File: config.mk
export PLATFORM = sky130hd
export DESIGN_NAME = cla_nibble_sequencer
export DESIGN_NICKNAME = d
export VERILOG_FILES = /design/src/rtl/cla_seq_pkg.sv /design/src/rtl/cla_nibble_add.sv /design/src/rtl/cla_nibble_sequencer.sv
export SDC_FILE = /design/constraint.sdc
export NUM_CORES = 1
export LEC_CHECK = 0
export CORE_ASPECT_RATIO = 1.1
export CORE_MARGIN = 2
export CORE_UTILIZATION = 45
export DETAILED_ROUTE_END_ITERATION = 10
export GPL_TIMING_DRIVEN = 0
export PLACE_DENSITY = 0.72
export SLEW_MARGIN = 25
export SYNTH_ARGS = -nofsm -noshare
export SYNTH_HDL_FRONTEND = slang
export SYNTH_SLANG_ARGS = --single-unit
File: constraint.sdc
create_clock -name clk -period 2.6 [get_ports clk]
set_clock_uncertainty 0.15 [all_clocks]
set_input_delay 0.78 -clock clk [delete_from_list [all_inputs] [get_ports clk]]
set_output_delay 0.78 -clock clk [all_outputs]
set_load 0.005 [all_outputs]
File: src/rtl/cla_seq_pkg.sv
// Shared constants, FSM state type and nibble-count helper for the CLA nibble sequencer.
package cla_seq_pkg;

  localparam int unsigned NIBBLE_W = 4;

  typedef enum logic [1:0] {
    IDLE = 2'd0,
    RUN  = 2'd1,
    DONE = 2'd2
  } seq_state_t;

  function automatic int unsigned nib_count(input int unsigned width);
    return width / NIBBLE_W;
  endfunction

endpackage

File: src/rtl/cla_nibble_add.sv
// Combinational 4-bit carry-lookahead adder; c3 exposes the carry into bit 3 for overflow.
module cla_nibble_add
  import cla_seq_pkg::*;
(
  input  logic [NIBBLE_W-1:0] a4,
  input  logic [NIBBLE_W-1:0] b4,
  input  logic                c_in,
  output logic [NIBBLE_W-1:0] s4,
  output logic                c_out,
  output logic                c3
);

  logic [NIBBLE_W-1:0] g;
  logic [NIBBLE_W-1:0] p;
  logic [NIBBLE_W-1:0] c;

  assign g = a4 & b4;
  assign p = a4 ^ b4;

  // Every carry is a flat sum-of-products of generate/propagate terms.
  assign c[0] = c_in;
  assign c[1] = g[0] | (p[0] & c_in);
  assign c[2] = g[1] | (p[1] & g[0]) | (p[1] & p[0] & c_in);
  assign c[3] = g[2] | (p[2] & g[1]) | (p[2] & p[1] & g[0])
              | (p[2] & p[1] & p[0] & c_in);
  assign c_out = g[3] | (p[3] & g[2]) | (p[3] & p[2] & g[1])
               | (p[3] & p[2] & p[1] & g[0])
               | (p[3] & p[2] & p[1] & p[0] & c_in);

  assign s4 = p ^ c;
  assign c3 = c[3];

endmodule

File: src/rtl/cla_nibble_sequencer.sv
// Wide adder that reuses one 4-bit CLA, one nibble per cycle, LSB first.
// Optional signed-overflow output enabled by defining SEQ_OVERFLOW_EN.
module cla_nibble_sequencer
  import cla_seq_pkg::*;
#(
  parameter int unsigned WIDTH = 16
) (
  input  logic             clk,
  input  logic             rst,
  input  logic             in_valid,
  output logic             in_ready,
  input  logic [WIDTH-1:0] a,
  input  logic [WIDTH-1:0] b,
  input  logic             cin,
  output logic             out_valid,
  input  logic             out_ready,
  output logic [WIDTH-1:0] sum,
  output logic             cout,
`ifdef SEQ_OVERFLOW_EN
  output logic             ovf,
`endif
  output logic             busy
);

  localparam int unsigned NIB   = nib_count(WIDTH);
  localparam int unsigned IDX_W = (NIB > 1) ? $clog2(NIB) : 1;

  seq_state_t         state_q, state_d;
  logic [WIDTH-1:0]   a_q, a_d;
  logic [WIDTH-1:0]   b_q, b_d;
  logic [WIDTH-1:0]   sum_q, sum_d;
  logic [IDX_W-1:0]   idx_q, idx_d;
  logic               carry_q, carry_d;
  logic               cout_q, cout_d;
`ifdef SEQ_OVERFLOW_EN
  logic               ovf_q, ovf_d;
`endif

  logic [NIBBLE_W-1:0] nib_a, nib_b, nib_s;
  logic                nib_cout, nib_c3;

  // Select the operand nibbles addressed by the current pass.
  always_comb begin
    nib_a = '0;
    nib_b = '0;
    for (int i = 0; i < int'(NIB); i++) begin
      if (idx_q == IDX_W'(i)) begin
        nib_a = a_q[i*NIBBLE_W +: NIBBLE_W];
        nib_b = b_q[i*NIBBLE_W +: NIBBLE_W];
      end
    end
  end

  cla_nibble_add u_add (
    .a4   (nib_a),
    .b4   (nib_b),
    .c_in (carry_q),
    .s4   (nib_s),
    .c_out(nib_cout),
    .c3   (nib_c3)
  );

`ifndef SEQ_OVERFLOW_EN
  logic unused_c3;
  assign unused_c3 = nib_c3;
`endif

  always_ff @(posedge clk or posedge rst) begin
    if (rst) begin
      state_q <= IDLE;
      a_q     <= '0;
      b_q     <= '0;
      sum_q   <= '0;
      idx_q   <= '0;
      carry_q <= 1'b0;
      cout_q  <= 1'b0;
`ifdef SEQ_OVERFLOW_EN
      ovf_q   <= 1'b0;
`endif
    end else begin
      state_q <= state_d;
      a_q     <= a_d;
      b_q     <= b_d;
      sum_q   <= sum_d;
      idx_q   <= idx_d;
      carry_q <= carry_d;
      cout_q  <= cout_d;
`ifdef SEQ_OVERFLOW_EN
      ovf_q   <= ovf_d;
`endif
    end
  end

  always_comb begin
    state_d = state_q;
    a_d     = a_q;
    b_d     = b_q;
    sum_d   = sum_q;
    idx_d   = idx_q;
    carry_d = carry_q;
    cout_d  = cout_q;
`ifdef SEQ_OVERFLOW_EN
    ovf_d   = ovf_q;
`endif
    case (state_q)
      IDLE: begin
        if (in_valid) begin
          a_d     = a;
          b_d     = b;
          carry_d = cin;
          idx_d   = '0;
          state_d = RUN;
        end
      end
      RUN: begin
        for (int i = 0; i < int'(NIB); i++) begin
          if (idx_q == IDX_W'(i)) sum_d[i*NIBBLE_W +: NIBBLE_W] = nib_s;
        end
        carry_d = nib_cout;
        if (idx_q == IDX_W'(NIB - 1)) begin
          cout_d  = nib_cout;
`ifdef SEQ_OVERFLOW_EN
          ovf_d   = nib_c3 ^ nib_cout;
`endif
          state_d = DONE;
        end else begin
          idx_d = idx_q + IDX_W'(1);
        end
      end
      DONE: begin
        if (out_ready) state_d = IDLE;
      end
      default: state_d = IDLE;
    endcase
  end

  // Handshake flags are pure decodes of the state register.
  assign in_ready  = (state_q == IDLE);
  assign busy      = (state_q == RUN) || (state_q == DONE);
  assign out_valid = (state_q == DONE);
  assign sum       = sum_q;
  assign cout      = cout_q;
`ifdef SEQ_OVERFLOW_EN
  assign ovf       = ovf_q;
`endif

endmodule

## After elaboration in Yosys (flattened, before gate mapping)

Index checks and enable logic that the tools add are counted.

- $add $sub $neg: 1
- Eq/ne operators: 9
- Mux-type cells: 17
- Reduce and logical (&&, ||, !) cells: 12
- Bitwise gates (word level): 29

Operator list:

| operator | number |
|---|---|
| 2-to-1 mux 4 bit | 8 |
| bitwise AND 1 bit | 16 |
| AND reduction 2 bit | 6 |
| 2-to-1 mux 2 bit | 5 |
| OR 1 bit | 10 |
| XOR 4 bit | 2 |
| == test 2 bit (second input constant) | 3 |
| inequality test 2 bit (second input constant) | 3 |
| one-hot mux 2 bit (3 select lines) | 1 |
| AND reduction 3 bit | 2 |
| bitwise AND 4 bit | 1 |
| == test 2 x 1 -> 1 bit (second input constant) | 2 |
| logical NOT 2 bit | 2 |
| one-hot mux 2 bit (2 select lines) | 1 |
| adder 2 x 1 -> 2 bit (second input constant) | 1 |
| inequality test 2 x 1 -> 1 bit (second input constant) | 1 |
| one-hot mux 1 bit (2 select lines) | 1 |
| nonzero test 2 bit | 1 |
| logical OR 1 bit | 1 |
| 2-to-1 mux 1 bit | 1 |

- Output and inout bits: 20
- Flip-flop bits (word level): 54
- Logic and storage cells: 78

## Longest topological paths before layout

Gate-level depths: netlist of run 1.

- Depth in word-level cells: 12
- Gate-level depth with buffers: 12

## By module

A second synthesis of run 1 with hierarchy kept.

- Cells, all modules: 208
- Area, all modules: 2647.5 µm²

Modules (own cells, without submodules):

| module | cells each | area each (µm²) | seq. area each (µm²) | instances |
|---|---|---|---|---|
| cla_nibble_sequencer | 190 | 2492.4 | 1351.3 | 1 |
| cla_nibble_add | 18 | 155.1 | 0.0 | 1 |

## Worst setup path after synthesis of run 1

Ideal clock, no wire load.

- Kind: flip-flop to flip-flop
- From: register idx_q[0]
- To: register cout_q (netlist: cout)
- Slack: 0.014 ns
- Arrival: 2.312 ns
- Clock period less this slack: 2.586 ns
- Stages on the path, launching flop included: 12
- Required time: 2.326 ns
- Cell sequence: dfrtp_1 inv_1 ha_1 buf_2 clkbuf_1 a21oi_1 o21ai_1 ha_1 a211oi_1 o21bai_2 a211oi_1 nor2_1

- Longest elaborated chain between the ends: 11

Ends and longest elaborated chain:

| element | line | source |
|---|---|---|
| start, declared | cla_nibble_sequencer.sv:32 | `logic [IDX_W-1:0] idx_q, idx_d;` |
| start signal, assigned | cla_nibble_sequencer.sv:85 | `idx_q <= idx_d;` |
| logical NOT 2 bit | cla_nibble_sequencer.sv:47 | `if (idx_q == IDX_W'(i)) begin` |
| 2-to-1 mux 4 bit (4 in series) | cla_nibble_sequencer.sv:47 |  |
| XOR 4 bit or bitwise AND 4 bit (tied branches) | cla_nibble_add.sv:18, cla_nibble_add.sv:17 |  |
| bitwise AND 1 bit, on equally long branches | cla_nibble_add.sv:26, cla_nibble_add.sv:27, cla_nibble_add.sv:28 |  |
| OR 1 bit, or another cell as far along (2 in series) | cla_nibble_add.sv:26 | `assign c_out = g[3] \| (p[3] & g[2]) \| (p[3] & p[2] & g[1])` |
| OR 1 bit or bitwise AND 1 bit (tied branches) | cla_nibble_add.sv:27, cla_nibble_add.sv:28 |  |
| OR 1 bit | cla_nibble_add.sv:28 | `\| (p[3] & p[2] & p[1] & p[0] & c_in);` |
| end signal, assigned | cla_nibble_sequencer.sv:87 | `cout_q <= cout_d;` |
| end, declared | cla_nibble_sequencer.sv:34 | `logic cout_q, cout_d;` |

Several ways; a longest one is shown, not always the timed one.
A chain may end at the register's enable or synchronous reset.

## Final worst setup path of run 1

- From: register idx_q[0]
- To: register sum_q[6] (netlist: sum[6])

- Longest elaborated chain between the ends: 10

Ends and longest elaborated chain:

| element | line | source |
|---|---|---|
| logical NOT 2 bit | cla_nibble_sequencer.sv:47 |  |
| 2-to-1 mux 4 bit (4 in series) | cla_nibble_sequencer.sv:47 |  |
| XOR 4 bit or bitwise AND 4 bit (tied branches) | cla_nibble_add.sv:18, cla_nibble_add.sv:17 |  |
| bitwise AND 1 bit | cla_nibble_add.sv:23 | `assign c[2] = g[1] \| (p[1] & g[0]) \| (p[1] & p[0] & c_in);` |
| OR 1 bit or bitwise AND 1 bit (tied branches) | cla_nibble_add.sv:23 |  |
| OR 1 bit | cla_nibble_add.sv:23 |  |
| XOR 4 bit | cla_nibble_add.sv:30 | `assign s4 = p ^ c;` |
| end signal, assigned | cla_nibble_sequencer.sv:84 | `sum_q <= sum_d;` |
| end, declared | cla_nibble_sequencer.sv:31 | `logic [WIDTH-1:0] sum_q, sum_d;` |

Several ways; a longest one is shown, not always the timed one.

==> results of run 1 <==
[per-layer routing]
| layer | vias up | routed length, um |
|---|---|---|
| met4 | 0 | 92 |
| met3 | 8 | 216 |
| met5 | - | 0 |
| li1 | 957 | - |
| met2 | 54 | 2900 |
| met1 | 971 | 2400 |
[worst reg2reg max path, cell delays in order, from the launching register on]
cell and delay (ns):
dfrtp_2 0.45, buf_6 0.13, ha_4 0.18, nand3b_1 0.21, a21oi_4 0.16, a21oi_2 0.06
o21ai_2 0.21, ha_4 0.25, a21o_1 0.16, a21oi_2 0.15, xnor2_2 0.10, mux2_2 0.27
[metrics by stage]
| stage | setup WS, ns | TNS [ns] |
|---|---|---|
| after detailed placement | -0.411 | -5.25 |
| final | 0.0129 | 0 |
| after floorplan | 0.0137 | 0 |
| after global placement | -0.614 | -37.46 |
| after global routing | -0.0973 | -0.877 |
| after CTS | -0.0124 | -0.0124 |
[power by group]
| group | internal, mW | total (mW) | switching [mW] |
|---|---|---|---|
| Clock | 0.221 | 0.490 | 0.270 |
| Combinational | 1.70 | 3.17 | 1.47 |
| Sequential | 1.26 | 1.51 | 0.248 |
[cells in the final DEF, fill, tap and decap left out, drive strengths merged]
master / n
clkdlybuf4s50: 56
nand2b: 2
inv: 7
nor2b: 2
nor2: 4
mux2: 41
nor3: 1
a22oi: 2
a21oi: 22
o22ai: 2
o21ai: 20
a211oi: 2
nand2: 31
buf: 26
nand3b: 8
mux2i: 1
a41o: 1
and2b: 1
xnor2: 3
o21bai: 1
fa: 1
a21o: 1
nand3: 1
dfrtp: 54
clkbuf: 7
ha: 11
[cell families after synthesis]
family / share of synthesized area
AND/OR/NAND/NOR: 0.0907
buffers and inverters: 0.0269
multiplexers: 0.181
AO/OA/AOI/OAI: 0.109
flip-flops: 0.518
adder cells (fa/ha/maj): 0.0605
XOR/XNOR: 0.0130
[worst max path at each step]
stage	endpoint	start	depth (start not counted)	slack, ns
finish	sum[6]	idx_q[0]	11	0.01
global route	sum[3]	idx_q[1]	10	-0.1
CTS	sum[11]	idx_q[0]	11	-0.01
detailed placement	sum[15]	idx_q[0]	11	-0.41
global placement	b_q[5]	rst	2	-0.61
floorplan	cout	idx_q[0]	11	0.01
[state kept, by name, summed over array words and instances (netlist names)]
| name | flops |
|---|---|
| cout | 1 |
| sum | 16 |
| carry_q | 1 |
| b_q | 16 |
| state_q | 2 |
| a_q | 16 |
| idx_q | 2 |
[what timing repair did]
item	in CTS	in global routing
endpoints found under the hold margin	0	0
pin swaps	9	13
buffers inserted	12	3
setup endpoints to repair	19	19
resized for setup	23	19
hold buffers	0	0
gates cloned	1	0
[final cells by class]
cell class              count  area share
plain buffers              10      0.0215
clock buffers               7      0.0235
clock inverters             1     0.00239
inverters                   6     0.00682
multi-input cells         158       0.364
flip-flops and latches     54       0.369
well taps                  77      0.0263
repair buffers             72       0.187
==> metrics.yaml, run 1 <==
clock_tree:
  cts_max_path_buffers: 2
  cts-htree-levels: 2
  cts_buffers: 5
  cts_tree: "built"
  clk_pin_slew_ns: 0.10
  clk_latency_ns: 0.30
  clock_sinks: 54
  cts_root_buf: "clkbuf_8"
setup_path:
  cp_cell_sequence: "buf_6 > ha_4 > nand3b_1 > a21oi_4 > a21oi_2 > o21ai_2 > ha_4 > a21o_1 > a21oi_2 > xnor2_2 > mux2_2"
  crit_family: "compound AO/OA/AOI/OAI gates"
  rr_worst_depth: 11
  critPathMaxStageDelay_ns: 0.45
  r2r_slack_ns: 0.01
  rr_startpoint: "idx_q[0]"
  crit_buf_inv: 1
  cp.arrival_ns: 2.63
  cp-end-kind: "register"
  critical_path.max_fanout: 7
  r2r_end: "sum[6]"
  cp_data_required_time_ns: 2.65
  startpoint_type: "register"
  slowest_stage: "dfrtp_2"
  worstSetupPathType: "register to register"
detailed_routing:
  dr.pass1.iters: 4
  routed_wl_um: 5610
  drtIter0Drc: 92
  ant_nets: 0
  drcViolationCount: 0
  wl_per_cell_um: 14.6
  vias_per_cell: 5.17
  route.vias.total: 1990
synthesis:
  synth_area_mm2: 0.00261
  synth.ff_latch_count: 54
  yosysMostFrequentCell: "dfrtp_1"
  synth_edf_count: 0
  synth_top_area_cell: "dfrtp_1"
  async_flop_share: 1.00
  yosysUniqueCellTypes: 31
  synth_common_cells: "dfrtp_1, mux2_1, nand2_1"
  avgSynthCellArea_um2: 11.4
  synthTopCellsByArea: "dfrtp_1, mux2_1, ha_1, nand2_1, a21oi_1"
  yosysTopAreaCellShare: 0.518
  yosysSeqAreaShare: 0.518
  synth-main-ff-cell: "dfrtp_1"
  synth_cells: 228
  synth_warnings: 0
  syn_nets: 277
min_path:
  holdCritStartpoint: "sum[15]"
  holdPathEnd: "sum[15]"
  whs_path_depth: 2
  hold_class: "register to register"
grt:
  grt_pass1_wl_um: 9170
  grt-ovfl-total: 0
  use_met2: 0.304
  grt_most_used_layer: "met2"
  grt_max_degree: 55
  grt_pass1_vias: 1908
  grt_use_met3: 0.0379
  antenna_found_initial: 0
  grt_util_all_layers: 0.184
  met1_usage: 0.240
cells_and_area:
  stdcell_count: 385
  final_core_util: 0.644
  num_antenna_cells: 0
  fin_area_mm2: 0.00367
  fillers: 493
  multiInputGateArea_mm2: 0.00134
  layout-drive-gt1-share: 0.224
  num-nets-final: 356
  syn_to_final_growth_pct: 40.8
  seq_area_mm2: 0.00135
floorplanning:
  die_area_mm2: 0.00642
  core_mm2: 0.00570
  floorplan.initialDensity: 0.458
  boundaryPins: 57
  die_y_um: 83.8
  rows: 29
  die_w_um: 76.6
job:
  max-cap-violations: 0
sta:
  fin_crit_sh: 0.995
  rsz0062_at_grt: "true"
  relSlewSlack: 0.559
  period_needed_ns: 2.59
  worst_slew_pin_slew_ns: 0.662
  fmax_mhz: 387
  finalSetupViolations: 0
  whs_ns: 0.334
  hold_viol_final: 0
  maxSlewViolCount: 0
placed_design:
  hpwlAfterDp_um: 3760
  placed_area_mm2: 0.00327
  io_buffers: 56
  dp_cells: 361
  gp_congestion: 0.779
power_and_ir_drop:
  p_leak_nw: 1.56
  finalPower_mw: 5.17
  peakVddDrop_v: 0.000617
  pwr_density_cell_mw_per_mm2: 1410
status:
  status: "finished, final reports clean"
(Power assumes the default switching activity.)
==> run 2, diff against run 1 <==
Settings changed: CORE_UTILIZATION 45 to 46, PLACE_DENSITY 0.72 to 0.73, SYNTH_HIERARCHICAL set to 1.
==> run 2 against run 1 <==
The run now ends with negative setup slack left. First-iteration DRC count increased by 28%. Register-to-register slack worse by 0.22 ns. Non-clock buffer count shrank 9. Wire length decreased by 3.0%. Sequential share of layout area is 0.14 points higher. Critical path depth decreased by 1. Largest cell class is now multi-input combinational cells.
==> metrics.yaml, run 2 <==
synthesis:
  synth.ff_latch_count: 54
  synth_compound_area_frac: 0.0940
  synth_common_cells: "dfrtp_1, mux2_2, inv_1, nand2_1, ha_1"
  synthTopCellsByArea: "dfrtp_1, mux2_2, ha_1, nor2b_1, inv_1"
  yosysMostFrequentCell: "dfrtp_1"
  synth_edf_count: 0
  synth_simple_gate_area_frac: 0.0633
  synth_area_mm2: 0.00265
  yosysSeqAreaShare: 0.510
  synth-main-ff-cell: "dfrtp_1"
  synthAdderAreaFrac: 0.0643
  syn_nets: 258
  synth_top_area_cell: "dfrtp_1"
  yosysUniqueCellTypes: 34
  muxShareOfSynthArea: 0.213
  synth_xor_area_frac: 0.00992
  async_flop_share: 1.00
  yosysTopAreaCellShare: 0.510
  synth_warnings: 6
  synth_top_family_by_area: "multiplexers"
  synth_cells: 208
  avgSynthCellArea_um2: 12.7
clock_tree:
  clock_sinks: 54
  cts-htree-levels: 2
  cts_max_path_buffers: 2
  cts_buffers: 5
  cts_tree: "built"
  clk_pin_slew_ns: 0.08
  cts_root_buf: "clkbuf_8"
  clk_latency_ns: 0.30
  ctsHoldBuffers: 0
floorplanning:
  core_mm2: 0.00547
  floorplan.initialDensity: 0.484
  die_y_um: 83.6
  die_w_um: 76.3
  die_area_mm2: 0.00638
  rows: 28
  boundaryPins: 57
min_path:
  whs_path_depth: 1
  hold_class: "register to register"
power_and_ir_drop:
  finalPower_mw: 5.07
  p_switching_mw: 1.90
  p_leak_nw: 1.55
  pwr_density_cell_mw_per_mm2: 1390
  p_comb_frac: 0.610
  peakVddDrop_v: 0.000640
  p_sw_frac: 0.375
  clkPwrFrac: 0.091
  p_seq_frac: 0.299
  p_int_mw: 3.17
detailed_routing:
  wl_per_cell_um: 15.4
  ant_nets: 0
  routed_wl_um: 5440
  drcViolationCount: 0
  dr.pass1.iters: 4
  route.vias.total: 1813
  vias_per_cell: 5.14
  drtIter0Drc: 118
grt:
  grt_util_all_layers: 0.183
  grt_pass1_wl_um: 9240
  grt_pass1_vias: 1905
  grt_max_degree: 55
  grt-ovfl-total: 0
  antenna_found_initial: 0
cells_and_area:
  final_common_cell: "clkdlybuf4s50_1"
  final_cell_mix: "clkdlybuf4s50_1, dfrtp_1, mux2_2, nand2_1"
  syn_to_final_growth_pct: 37.9
  fin_area_mm2: 0.00365
  num_antenna_cells: 0
  num-nets-final: 329
  layout-drive-gt1-share: 0.353
sta:
  period_needed_ns: 2.80
  hold_viol_final: 0
  fmax_mhz: 357
  whs_ns: 0.361
  rsz0062_at_grt: "true"
  fin_crit_sh: 1.08
  finalSetupViolations: 18
  worst_slew_pin_slew_ns: 0.646
  relSlewSlack: 0.570
  finalSetupTns_ns: -2.65
  maxSlewViolCount: 0
  setup_slack_ns: -0.204
setup_path:
  rr_worst_depth: 10
  cp.depth: 10
  crit_family: "compound AO/OA/AOI/OAI gates"
  cp.arrival_ns: 2.85
  startpoint_type: "register"
  cp-end-kind: "register"
  cp_data_required_time_ns: 2.64
  cp_cell_sequence: "buf_6 > ha_4 > and2b_4 > a221oi_4 > o31ai_4 > ha_4 > a211oi_4 > o21bai_2 > a21o_1 > mux2_2"
  crit_buf_inv: 1
  crit_top_cell: "ha_4"
  critPathMaxStageDelay_ns: 0.43
  slowest_stage: "dfrtp_1"
  critical_path.max_fanout: 5
  worstSetupPathType: "register to register"
job:
  max-cap-violations: 0
placed_design:
  placed_area_mm2: 0.00331
  gp_congestion: 0.781
  dp_slack_ns: -0.417
  hpwlAfterDp_um: 3820
  io_buffers: 56
status:
  violations: "negative setup slack"
  status: "complete, but fails checks"
==> run 2: cell types whose count changed in the layout (fill, tap and decap cells not counted), moves of 8 or more <==
cell / change
nand2_1: -17
nand3b_1: -8
mux2_1: -31
o21ai_1: -8
a21oi_1: -10
mux2_2: +39
==> run 2: area by class of cell <==
| type | count | area, um2 |
|---|---|---|
| inverter | 13 | 51.3 |
| sequential | 54 | 1350 |
| tap | 75 | 93.8 |
| clock buffer | 6 | 82.6 |
| multi-input combinational | 132 | 1370 |
| fill | 445 | 1810 |
| buffer | 9 | 80.1 |
| timing repair buffer | 64 | 624 |
==> run 2: kinds of logic (layout without fill, tap and decap cells) <==
kind of cell / Yosys count / count (layout)
adder cells (fa/ha/maj): 13 / 13
flip-flops: 54 / 54
AND/OR/NAND/NOR: 32 / 32
XOR/XNOR: 3 / 3
AO/OA/AOI/OAI: 34 / 34
buffers and inverters: 22 / 92
multiplexers: 50 / 50
==> run 2: worst paths after layout <==
check | startpoint | end | slack [ns]
max | idx_q[0] | cout | -0.20
min | sum[0] | sum[0] | 0.36
max reg2reg | idx_q[0] | cout | -0.20
min reg2reg | sum[0] | sum[0] | 0.36
max in group asynchronous | rst | state_q[0] | 1.09
min in group asynchronous | rst | sum[10] | 0.77
==> run 2: timing repair <==
item / 4_1_cts / 5_1_grt
pin swaps: 8 / 2
endpoints found under the hold margin: 0 / 0
gates resized for setup: 25 / 12
setup endpoints to repair: 19 / 20
setup buffers: 6 / 2
==> run 2: through the flow <==
step	util	instances
6_report	0.668	353
5_1_grt	0.668	353
4_1_cts	0.650	351
3_5_place_dp	0.605	339
3_3_place_gp	0.605	339
2_1_floorplan	-	208
==> run 2: power groups by stage <==
stage | logic (mW) | registers (mW) | clock network, mW
after detailed placement | 2.46 | 1.51 | 0
final | 3.09 | 1.51 | 0.460
after global placement | 2.40 | 1.49 | 0
after CTS | 2.80 | 1.50 | 0.474
after global routing | 3.34 | 1.57 | 0.511
after floorplan | 1.66 | 1.46 | 0
==> run 2: metal layers <==
layer,vias up,part of all wire,global-route usage
met2,63,0.50,0.311
met4,0,0.013,0.0545
met5,-,0,0
li1,875,-,-
met3,8,0.047,0.0379
met1,867,0.44,0.236
==> run 3, diff against run 2 <==
Settings changed: CELL_PAD_IN_SITES_DETAIL_PLACEMENT set to 1, CELL_PAD_IN_SITES_GLOBAL_PLACEMENT set to 1, CORE_UTILIZATION 46 to 36, PLACE_DENSITY 0.73 to 0.72.
==> run 3 against run 2 <==
The run ends with design-rule violations, negative setup slack left. Non-clock buffer count shrank 2. First-iteration DRC count decreased by 46%. Clock-buffer cell count stayed put. Die area increased by 26%. Final area up 0.69%. Power is 3.7% higher.
==> metrics.yaml, run 3 (synthesis gave the netlist of run 2 again) <==
sta:
  fmax_mhz: 360
  hold_viol_final: 0
  relSlewSlack: 0.563
  period_needed_ns: 2.78
  setup_slack_ns: -0.178
  whs_ns: 0.363
  worst_slew_pin_slew_ns: 0.655
  fin_crit_sh: 1.07
  maxSlewViolCount: 0
  rsz0062_at_grt: "true"
  finalSetupViolations: 14
floorplanning:
  boundaryPins: 57
  floorplan.initialDensity: 0.374
  die_w_um: 85.8
  rows: 32
  die_y_um: 93.9
  die_area_mm2: 0.00806
  core_mm2: 0.00709
clock_tree:
  clk_latency_ns: 0.32
  cts_root_buf: "clkbuf_8"
  cts_tree: "built"
  ctsHoldBuffers: 0
  cts_max_path_buffers: 2
  clk_pin_slew_ns: 0.09
  clock_sinks: 54
  cts_buffers: 5
  cts-htree-levels: 2
setup_path:
  rr_worst_depth: 12
  r2r_slack_ns: -0.18
  r2r_end: "carry_q"
  worstSetupPathType: "register to register"
  cp_data_required_time_ns: 2.65
  startpoint_type: "register"
  critical_path.max_fanout: 4
  rr_startpoint: "idx_q[0]"
  startpoint: "idx_q[0]"
  cp-end-kind: "register"
  cp.arrival_ns: 2.83
  crit_end: "carry_q"
power_and_ir_drop:
  p_seq_frac: 0.288
  p_comb_frac: 0.596
  p_switching_mw: 1.95
  clkPwrFrac: 0.116
  p_leak_nw: 1.57
  peakVddDrop_v: 0.000482
  pwr_density_cell_mw_per_mm2: 1430
  p_int_mw: 3.31
  p_sw_frac: 0.370
cells_and_area:
  final_core_util: 0.519
  layout-drive-gt1-share: 0.360
  num_antenna_cells: 0
  seq_area_mm2: 0.00135
  fillers: 731
  final_common_cell: "clkdlybuf4s50_1"
  final_cell_mix: "clkdlybuf4s50_1, dfrtp_1, mux2_2, nand2_1"
  syn_to_final_growth_pct: 38.8
  multiInputGateArea_mm2: 0.00136
  num-nets-final: 327
detailed_routing:
  routed_wl_um: 5990
  ant_nets: 0
  dr.pass1.iters: 9
  wl_per_cell_um: 16.5
  drcViolationCount: 5
  drtIter0Drc: 64
  vias_per_cell: 5.15
  route.vias.total: 1869
status:
  violations: "design-rule violations, negative setup slack"
  status: "complete, but fails checks"
grt:
  grt_pass1_wl_um: 9980
  grt_util_all_layers: 0.162
  grt_max_degree: 55
  grt_pass1_vias: 1971
  antenna_found_initial: 0
  grt-ovfl-total: 0
placed_design:
  gp_congestion: 0.683
  hpwlAfterDp_um: 4320
  io_buffers: 56
job:
  max-cap-violations: 0
min_path:
  hold_class: "register to register"
==> run 3: final cells by class <==
type | instances | area share
Buffer | 9 | 0.0221
Inverter | 13 | 0.0140
Timing Repair Buffer | 62 | 0.166
Tap cell | 85 | 0.0289
Sequential cell | 54 | 0.368
Multi-Input combinational cell | 132 | 0.369
Clock buffer | 6 | 0.0225
Clock inverter | 2 | 0.0106
==> run 3: worst max-delay path: stages, from the launching register on <==
cell and delay (ns):
dfrtp_1 0.43, buf_6 0.14, ha_4 0.17, and2b_4 0.30
a221oi_2 0.08, o31ai_2 0.33, ha_4 0.29, o21ai_1 0.18
o21bai_2 0.12, a21o_1 0.20, nand2_1 0.07, o32ai_1 0.06
nand2b_1 0.14
==> run 3: per-stage QoR <==
step / setup slack, ns / setup TNS [ns] / total power [mW] / cell area [um2] / std cells
after floorplan: 0.0191 / 0 / 3.12 / 2650 / 208
after global placement: -0.671 / -42.99 / 3.93 / 3320 / 349
after detailed placement: -0.483 / -7.69 / 4.01 / 3320 / 349
after CTS: -0.188 / -1.70 / 4.99 / 3600 / 361
after global routing: -0.279 / -2.77 / 5.67 / 3680 / 363
final: -0.178 / -1.47 / 5.26 / 3680 / 363
==> run 3: repair_timing <==
item                       4_1_cts  5_1_grt
buffers inserted                 4        2
setup endpoints to repair       19       20
pin swaps                        8        3
gates resized for setup         28       11
==> run 3: metal layers <==
layer / track usage / routed length [um] / vias to the layer above
met5: 0 / 0 / -
met4: 0.0595 / 121 / 0
met2: 0.278 / 3040 / 46
li1: - / - / 870
met1: 0.200 / 2620 / 945
met3: 0.0325 / 204 / 8
==> run 3: how the worst min path moves through the flow <==
stage	from	end	slack, ns	cells past startpoint
5_1_grt	sum[2]	sum[2]	0.38	1
3_5_place_dp	b_q[5]	b_q[5]	0.34	1
3_3_place_gp	sum[9]	sum[9]	0.34	1
6_report	sum[2]	sum[2]	0.36	1
2_1_floorplan	a_q[12]	a_q[12]	0.33	1
4_1_cts	sum[2]	sum[2]	0.37	1
==> run 3: power groups by stage <==
| stage | Clock (mW) | Sequential, mW | Combinational, mW |
|---|---|---|---|
| final | 0.608 | 1.51 | 3.13 |
| after global routing | 0.658 | 1.58 | 3.43 |
| after CTS | 0.620 | 1.51 | 2.86 |
| after detailed placement | 0 | 1.52 | 2.50 |
| after global placement | 0 | 1.50 | 2.43 |
| after floorplan | 0 | 1.46 | 1.66 |
